<file path="config.mk">
export PLATFORM = sky130hd
export DESIGN_NAME = pixel_preprocess
export DESIGN_NICKNAME = d
export VERILOG_FILES = /design/src/rtl/pixel_preprocess_pkg.sv /design/src/rtl/pixel_preprocess_luma_calc.sv /design/src/rtl/pixel_preprocess.sv
export SDC_FILE = /design/constraint.sdc
export NUM_CORES = 1
export LEC_CHECK = 0
export ABC_AREA = 1
export BUFFER_PORTS_ARGS = -buffer_cell sky130_fd_sc_hd__buf_2
export CAP_MARGIN = 20
export CORE_AREA = 2 2 142 130
export DETAILED_ROUTE_END_ITERATION = 12
export DIE_AREA = 0 0 144 132
export PLACE_DENSITY = 0.73
export SYNTH_ARGS = -nofsm -noshare
export SYNTH_HDL_FRONTEND = slang
export SYNTH_SLANG_ARGS = --single-unit
</file>
<file path="constraint.sdc">
create_clock -name clk -period 5.7 [get_ports clk]
set_clock_uncertainty 0.05 [all_clocks]
set_input_delay 0.285 -clock clk [delete_from_list [all_inputs] [get_ports clk]]
set_output_delay 0.285 -clock clk [all_outputs]
set_load 0.02 [all_outputs]
</file>
<file path="src/rtl/pixel_preprocess_pkg.sv">
// pixel_preprocess_pkg
//
// Shared definitions for the pixel preprocessing pipeline: the processing
// mode encodings, the integer luma weights (they sum to 256 so the weighted
// sum divided by 256 can never exceed the channel range), the fixed pipeline
// latency and the identity channel permutation used after reset.
package pixel_preprocess_pkg;

    // Processing modes as presented on the mode input.
    typedef enum logic [1:0] {
        MODE_PERMUTE  = 2'd0,
        MODE_GRAY     = 2'd1,
        MODE_BINARIZE = 2'd2,
        MODE_BYPASS   = 2'd3
    } mode_e;

    // Luma weights for ch2, ch1 and ch0 respectively.
    localparam int LUMA_W2 = 77;
    localparam int LUMA_W1 = 150;
    localparam int LUMA_W0 = 29;

    // Input-to-output latency in clock cycles, identical for every mode.
    localparam int LATENCY = 3;

    // Output channel k takes input channel k.
    localparam logic [5:0] PERM_IDENTITY = 6'b10_01_00;

endpackage

</file>
<file path="src/rtl/pixel_preprocess_luma_calc.sv">
// luma_calc
//
// Two-stage grayscale computation. The first register stage holds the three
// weighted channel products, the second holds the gray value, which is the
// sum of the products divided by 256.
//
// Ports:
//   clk   - system clock, rising edge
//   rst   - asynchronous active-high reset, clears both stages
//   pix   - pixel in, ch2 = [3D-1:2D], ch1 = [2D-1:D], ch0 = [D-1:0]
//   gray  - gray value, valid two cycles after pix
module luma_calc
    import pixel_preprocess_pkg::*;
#(
    parameter int DATA_W = 8
) (
    input  logic                  clk,
    input  logic                  rst,
    input  logic [3*DATA_W-1:0]   pix,
    output logic [DATA_W-1:0]     gray
);

    localparam int PROD_W = DATA_W + 8;

    logic [PROD_W-1:0] prod2;
    logic [PROD_W-1:0] prod1;
    logic [PROD_W-1:0] prod0;
    logic [PROD_W-1:0] prod_sum;

    // Weighted products of each channel. Each weight fits in 8 bits, so a
    // product fits in DATA_W+8 bits.
    always_ff @(posedge clk or posedge rst) begin
        if (rst) begin
            prod2 <= '0;
            prod1 <= '0;
            prod0 <= '0;
        end else begin
            prod2 <= PROD_W'(LUMA_W2) * PROD_W'(pix[3*DATA_W-1:2*DATA_W]);
            prod1 <= PROD_W'(LUMA_W1) * PROD_W'(pix[2*DATA_W-1:DATA_W]);
            prod0 <= PROD_W'(LUMA_W0) * PROD_W'(pix[DATA_W-1:0]);
        end
    end

    // The weights sum to 256, so the largest possible sum is
    // (2^DATA_W - 1) * 256, which still fits in DATA_W+8 bits.
    assign prod_sum = prod2 + prod1 + prod0;

    // Gray is the top DATA_W bits of the weighted sum.
    always_ff @(posedge clk or posedge rst) begin
        if (rst) begin
            gray <= '0;
        end else begin
            gray <= DATA_W'(prod_sum >> 8);
        end
    end

endmodule

</file>
<file path="src/rtl/pixel_preprocess.sv">
// pixel_preprocess
//
// Three-stage video pixel pipeline. Stage 1 permutes the colour channels
// (or passes the pixel untouched in bypass), stages 2-3 compute a luma value
// in luma_calc, and the output is picked from the permuted pixel, the gray
// value replicated on all channels, or a binarized gray. Configuration is
// shadowed only at the rising edge of vsync_in so a frame is processed with
// a single configuration, and each pixel carries its own mode and threshold
// down the pipe.
//
// Ports:
//   clk, rst                      - clock and asynchronous active-high reset
//   video_in                      - input pixel, 3 channels of DATA_W bits
//   de_in, hsync_in, vsync_in     - timing strobes aligned to video_in
//   perm_sel                      - output channel k <- input channel
//                                   perm_sel[2k+1:2k]; code 3 gives zero
//   mode                          - 0 permute, 1 gray, 2 binarize, 3 bypass
//   threshold                     - binarize threshold
//   video_out                     - processed pixel, zero whenever de_out is 0
//   de_out, hsync_out, vsync_out  - strobes delayed to match video_out
module pixel_preprocess
    import pixel_preprocess_pkg::*;
#(
    parameter int DATA_W = 8,
    parameter int PIX_W  = 3 * DATA_W
) (
    input  logic                 clk,
    input  logic                 rst,
    input  logic [PIX_W-1:0]     video_in,
    input  logic                 de_in,
    input  logic                 hsync_in,
    input  logic                 vsync_in,
    input  logic [5:0]           perm_sel,
    input  logic [1:0]           mode,
    input  logic [DATA_W-1:0]    threshold,
    output logic [PIX_W-1:0]     video_out,
    output logic                 de_out,
    output logic                 hsync_out,
    output logic                 vsync_out
);

    localparam logic [DATA_W-1:0] THR_RESET = {1'b1, {(DATA_W-1){1'b0}}};

    // Active (shadowed) configuration.
    logic              vsync_prev;
    logic [5:0]        act_perm;
    mode_e             act_mode;
    logic [DATA_W-1:0] act_thr;

    // Pipeline registers.
    logic [PIX_W-1:0]  s1_pix, s2_pix, s3_pix;
    mode_e             s1_mode, s2_mode, s3_mode;
    logic [DATA_W-1:0] s1_thr, s2_thr, s3_thr;
    logic [2:0]        s1_strb, s2_strb, s3_strb;
    logic [DATA_W-1:0] s3_gray;
    logic [PIX_W-1:0]  perm_pix;

    // Selects one input channel by its 2-bit code; code 3 yields a zero channel.
    function automatic logic [DATA_W-1:0] pick_channel(
        input logic [PIX_W-1:0] pix,
        input logic [1:0]       code
    );
        case (code)
            2'd0:    pick_channel = pix[DATA_W-1:0];
            2'd1:    pick_channel = pix[2*DATA_W-1:DATA_W];
            2'd2:    pick_channel = pix[3*DATA_W-1:2*DATA_W];
            default: pick_channel = '0;
        endcase
    endfunction

    // Configuration shadow: new settings are taken only on a vsync rising
    // edge, so a change made mid-frame waits for the next frame.
    always_ff @(posedge clk or posedge rst) begin
        if (rst) begin
            vsync_prev <= 1'b0;
            act_perm   <= PERM_IDENTITY;
            act_mode   <= MODE_PERMUTE;
            act_thr    <= THR_RESET;
        end else begin
            vsync_prev <= vsync_in;
            if (vsync_in && !vsync_prev) begin
                act_perm <= perm_sel;
                act_mode <= mode_e'(mode);
                act_thr  <= threshold;
            end
        end
    end

    // Channel permutation of the incoming pixel using the active selection.
    always_comb begin
        perm_pix = '0;
        perm_pix[DATA_W-1:0]          = pick_channel(video_in, act_perm[1:0]);
        perm_pix[2*DATA_W-1:DATA_W]   = pick_channel(video_in, act_perm[3:2]);
        perm_pix[3*DATA_W-1:2*DATA_W] = pick_channel(video_in, act_perm[5:4]);
    end

    // Stage 1 captures the pixel together with the mode and threshold it
    // will be processed with; stages 2 and 3 just delay them alongside
    // luma_calc so everything meets at the output.
    always_ff @(posedge clk or posedge rst) begin
        if (rst) begin
            s1_pix  <= '0;
            s1_mode <= MODE_PERMUTE;
            s1_thr  <= '0;
            s1_strb <= '0;
            s2_pix  <= '0;
            s2_mode <= MODE_PERMUTE;
            s2_thr  <= '0;
            s2_strb <= '0;
            s3_pix  <= '0;
            s3_mode <= MODE_PERMUTE;
            s3_thr  <= '0;
            s3_strb <= '0;
        end else begin
            s1_pix  <= (act_mode == MODE_BYPASS) ? video_in : perm_pix;
            s1_mode <= act_mode;
            s1_thr  <= act_thr;
            s1_strb <= {de_in, hsync_in, vsync_in};
            s2_pix  <= s1_pix;
            s2_mode <= s1_mode;
            s2_thr  <= s1_thr;
            s2_strb <= s1_strb;
            s3_pix  <= s2_pix;
            s3_mode <= s2_mode;
            s3_thr  <= s2_thr;
            s3_strb <= s2_strb;
        end
    end

    luma_calc #(
        .DATA_W (DATA_W)
    ) u_luma_calc (
        .clk  (clk),
        .rst  (rst),
        .pix  (s1_pix),
        .gray (s3_gray)
    );

    // Output selection from the stage-3 registers. Blanking cycles are
    // forced to zero regardless of mode.
    always_comb begin
        video_out = '0;
        if (s3_strb[2]) begin
            case (s3_mode)
                MODE_GRAY:     video_out = {s3_gray, s3_gray, s3_gray};
                MODE_BINARIZE: video_out = (s3_gray >= s3_thr) ? '1 : '0;
                default:       video_out = s3_pix;
            endcase
        end
    end

    assign de_out    = s3_strb[2];
    assign hsync_out = s3_strb[1];
    assign vsync_out = s3_strb[0];

endmodule

</file>
Yosys cells after proc, flatten, opt, wreduce, memory -nomap -nowiden
Index checks and enable logic that the tools add are counted.

storage, ports and cells
  bits in registers = 179
  latch bits = 0
  bits in writable memories = 0
  ROM bits = 0
  word-level logic and storage cells = 47
  memories kept = 0

operators by class
  add/subtract/negate cells = 2
  multiply operators = 3
  div/mod/pow operators = 0
  order comparisons = 1
  equality and inequality tests = 9
  shifts and indexed selects = 0
  mux-type cells = 7
  bitwise gates (word level) = 0
  reduce and logical (&&, ||, !) cells = 5

operator list
  kind                    count
  $mux W24                3
  $pmux W8 S3             3
  $pmux W24 S2            1
  $mul A7 B8 Y15 const A  2
  $add A15 B16 Y16        1
  $add A16 B13 Y16        1
  $mul A5 B8 Y13 const A  1
  $eq A2 B2 Y1 const B    5
  $eq A2 B1 Y1 const B    4
  $ge A8 B8 Y1            1
  $logic_not A2 Y1        3
  $logic_and A1 B1 Y1     1
  $logic_not A1 Y1        1

Logic depth before layout (Yosys ltp)
  depth in word-level cells = 4
  gate-level depth with buffers = 14

By module
From an unflattened synthesis, not the netlist that was laid out.

unflattened totals
  cell total of the unflattened synthesis = 1020
  area total of the unflattened synthesis = 9920.8 um^2

modules (own cells, without submodules)
  module            instances  cells an instance  area each (um^2)  sequential area each (um^2)
  luma_calc         1          644                5402.7            1276.2
  pixel_preprocess  1          376                4518.1            3181.8

Least setup slack after synthesis
OpenSTA, ideal clock, no wires.

  kind = register to register
  start = reg s1_pix[21]
  end = reg u_luma_calc.prod2[10]
  setup time = 0.080 ns
  data arrival time = 2.996 ns
  data required time = 5.570 ns
  setup slack = 2.574 ns
  cell stages (with the launch flop) = 14
  path buffers = 0
  period minus slack after synthesis = 3.126 ns
  path through = dfrtp_1 ha_1 ha_1 inv_1 fa_1 inv_1 fa_1 ha_1 a21oi_1 o21ai_1 nor2_1 nor2_1 nor2_1 xnor2_1

on the way
  word-level cells in the longest chain between the ends = 1

ends and longest elaborated chain
  what                    line                              RTL
  start, declared         pixel_preprocess.sv:51            logic [PIX_W-1:0] s1_pix, s2_pix, s3_pix;
  start signal, assigned  pixel_preprocess.sv:115           s1_pix <= (act_mode == MODE_BYPASS) ? video_in : perm_pix;
  $mul A7 B8 Y15          pixel_preprocess_luma_calc.sv:38  prod2 <= PROD_W'(LUMA_W2) * PROD_W'(pix[3*DATA_W-1:2*DATA_W]);
  end signal, assigned    pixel_preprocess_luma_calc.sv:38
  end, declared           pixel_preprocess_luma_calc.sv:25  logic [PROD_W-1:0] prod2;

Every way passes these cells.
A chain may end at the register's enable or synchronous reset.

Worst setup path after layout
Ends and elaborated chain as after synthesis.

==> impl_results.md <==
- Vias in the first global route: 6526
- Final Util: 62.1%
- Compound-Gate Fraction of Synth Area: 8.17%
- CTS root buffer: clkbuf_16
- R2r worst-path depth: 13
- CP Class: reg2reg
- Core Area: 17400 um^2
- CP required: 6010 ps
- Comb pwr share: 51.5%
- Post-Syn Area per Cell: 10.2 um^2
- Total track usage: 23.1%
- Worst R2R End: u_luma_calc.prod2[10]$_DFF_PP0_
- Clock buffer depth: 2
- Placer congestion estimate: 0.920
- Post-synthesis adder-cell area fraction: 24.2%
- P_sw: 2.72 mW
- Hold Path Class: in2reg
- Largest delay share family, worst path: adder cells
- Initial antenna violation count: 1
- Fraction of layout cells with a size suffix above 1: 12.6%
- Internal: 3.40 mW
- # DRC: 0
- Global-route wire length before repair: 33.4 mm
- Worst VDD drop: 0.287 mV
- Max Slew Vio Count: 0
- Cell area after synthesis: 9490 um^2
- Via-per-instance ratio: 5.11
- Cell accounting for the most synthesized area: dfrtp_1
- Leak Pwr: 5.80 nW
- Highest Clock Rate: 0.293 GHz
- # H-tree levels: 4
- Clock power frac: 19.4%
- Seq/Total Area, Yosys: 45.6%
- DRT Wirelength: 20.4 mm
- Asr flop ratio synth: 100%
- TritonCTS clock tree: done
- Levels on crit path: 13
- HPWL after DPL: 15.8 mm
- CP Capture Type: flip-flop
- Slew Limit Headroom: 39.6%
- Worst-path fanout max: 5
- Post-route ant nets: 0
- Largest net degree at the start of global routing: 114
- Seq cells post-synth: 173
- Unrepaired setup endpoints after global routing: no
- Most frequent cells in the layout: dfrtp_1, inv_1, ha_1
- Commonest non-fill, non-tap cell in the layout: dfrtp_1
- Die width: 144 um
- Max-cap violations: 0
- NumNets Final: 1226
- # fillers: 1412
- Flop2flop setup slack: 2290 ps
- Reg clk slew, reported paths: 70 ps
- Critical Path Slowest Stage Cell: fa_1
- Gr ovfl total: 0
- Initial Utilization: 54.4%
- PortBufs: 71
- Ys flop type: dfrtp_1
- Actual slew at the worst max-slew pin: 905 ps
- CTS sink cnt: 173
- Row cnt: 46
- Final WS setup: 2290 ps
- Post-Synth XOR/XNOR Area: 3.04%
- Top post-synthesis cells by area: dfrtp_1, ha_1, fa_1
- Total power: 6.11 mW
- Largest family of logic cells by synthesized area: adder cells
- Final worst-path cycle share: 59.8%
- Synthesis Warnings: 0
- Die Height: 132 um
- Synthesized Nets: 1137
- Critical path arrival: 3720 ps
- I/O pins: 72
- Worst setup path endpoint: u_luma_calc.prod2[10]$_DFF_PP0_
- Share of power burned in registers: 29.2%
- CTS buffer count: 17
- Mux share of post-synthesis cell area: 1.19%
- Crit path launch type: flip-flop
- Setup bufs post-CTS: 0
- Clock period minus worst slack: 3410 ps
- Clk_lat worst skew: 440 ps
- Routed via count: 6506
- TNS Setup: 0 ps
- Pre-CTS setup slack: 2350 ps
- Post-Synth Simple-Gate Area: 10.8%
- Area Overhead vs Synth: 14.0%
- Power density cells: 565 nW/um^2
- Crit-path max cell delay: 530 ps
- Sw frac: 44.4%
- Hold Vio Cnt, Final: 0
- Die area: 19000 um^2
- Distinct cells, synth: 30
- Wire per inst: 16.0 um
- Setup-failing EPs final: 0
- Run status: complete, no violations
- Worst r2r src: s1_pix[21]$_DFF_PP0_
- WP buf/inv: 2
- CP startpoint: s1_pix[21]$_DFF_PP0_
- Drt initial violations: 370
- Post-synth EDFFs: 0
- Top cell type's share of synthesized area: 44.8%
- DR pass1 iterations: 5
- Mapped Cells: 931
- CP Cell Sequence: ha_1 > ha_1 > inv_1 > fa_1 > inv_1 > fa_1 > ha_1 > a21oi_1 > o21ai_1 > nor2_1 > nor2_1 > nor2_1 > xnor2_1
[per-stage QoR]
| step | instance area (um^2) | instances | hold WS, ps |
|---|---|---|---|
| floorplan | 9490 | 931 | 266 |
| global placement | 10100 | 1236 | 281 |
| detailed placement | 10100 | 1236 | 285 |
| CTS | 10800 | 1271 | 15.8 |
| global route | 10800 | 1273 | 16.9 |
| finish | 10800 | 1274 | 19.6 |
[cell usage after synthesis, drive strengths merged, types with 3 or more instances]
master and n:
inv 168, ha 123, mux2 10, nor2 91, nor3 5, fa 38, o22ai 48, nand4 3
nand3 38, nand2 104, nand3b 3, o21ai 20, a21o 3, o21a 4, a21oi 55, xnor2 14
buf 5, xor2 19, dfstp 3, dfrtp 170
[routing by layer]
layer | GRT usage, % | vias up | part of all wire (%)
met2 | 34.8 | 203 | 45
met1 | 32.9 | 3066 | 47
met4 | 7.24 | 0 | 2.4
li1 | - | 3202 | -
met5 | 0 | - | 0
met3 | 6.07 | 35 | 6.0
[tightest hold or removal path, cell delays in order]
cell	delay, ps
buf_2	90
nor2_1	90
a21oi_1	40
[area by class of cell]
cell class / instances / area (um^2) / share of cell area (%)
tap: 240 / 300 / 2.77
multi-input combinational: 583 / 4500 / 41.6
sequential: 173 / 4330 / 40.0
clock buffer: 17 / 425 / 3.93
timing repair buffer: 77 / 430 / 3.98
antenna: 1 / 2.50 / 0.0231
inverter: 168 / 636 / 5.87
clock inverter: 15 / 194 / 1.79
[worst min path at each step]
stage                         from                 endpoint  slack, ps  cells after the start
5_1_grt               threshold[0]   act_thr[0]$_DFFE_PP0P_         20                      2
3_3_place_gp   s2_thr[2]$_DFF_PP0_      s3_thr[2]$_DFF_PP0_        280                      0
4_1_cts               threshold[3]   act_thr[3]$_DFFE_PP0P_         20                      2
2_1_floorplan             vsync_in     s1_strb[0]$_DFF_PP0_        270                      0
3_5_place_dp   s1_thr[6]$_DFF_PP0_      s2_thr[6]$_DFF_PP0_        280                      0
6_report               perm_sel[5]  act_perm[5]$_DFFE_PP1P_         20                      3
[repair_timing]
item                      4_1_cts  5_1_grt
hold endpoints to repair        3       14
hold buffers                    3        1
gates resized for setup         0        0
[power groups by stage]
stage	Combinational (mW)	Sequential [mW]	Clock (mW)
after floorplan	2.41	1.70	0
after global placement	3.02	1.80	0
after detailed placement	3.08	1.81	0
after CTS	3.14	1.79	1.20
after global routing	3.62	1.82	1.25
final	3.15	1.78	1.18
[cells by family (layout without fill, tap and decap cells)]
group / after synthesis / count (layout)
buffers and inverters: 175 / 277
DFF: 173 / 173
AOI/OAI and AO/OA: 134 / 134
other: 0 / 1
and+or+nand+nor: 245 / 245
adders and majority gates: 161 / 161
xor gates and xnor gates: 33 / 33
muxes: 10 / 10
[state kept, by name, summed over array words and instances (netlist names), 3 cells and up]
register	count
s1_pix	24
s2_pix	24
s3_pix	24
u_luma_calc.prod1	14
u_luma_calc.prod2	13
u_luma_calc.prod0	11
act_thr	8
s1_thr	8
s2_thr	8
s3_thr	8
u_luma_calc.gray	8
act_perm	6
s1_strb	3
s2_strb	3
s3_strb	3
(Power assumes the default switching activity.)
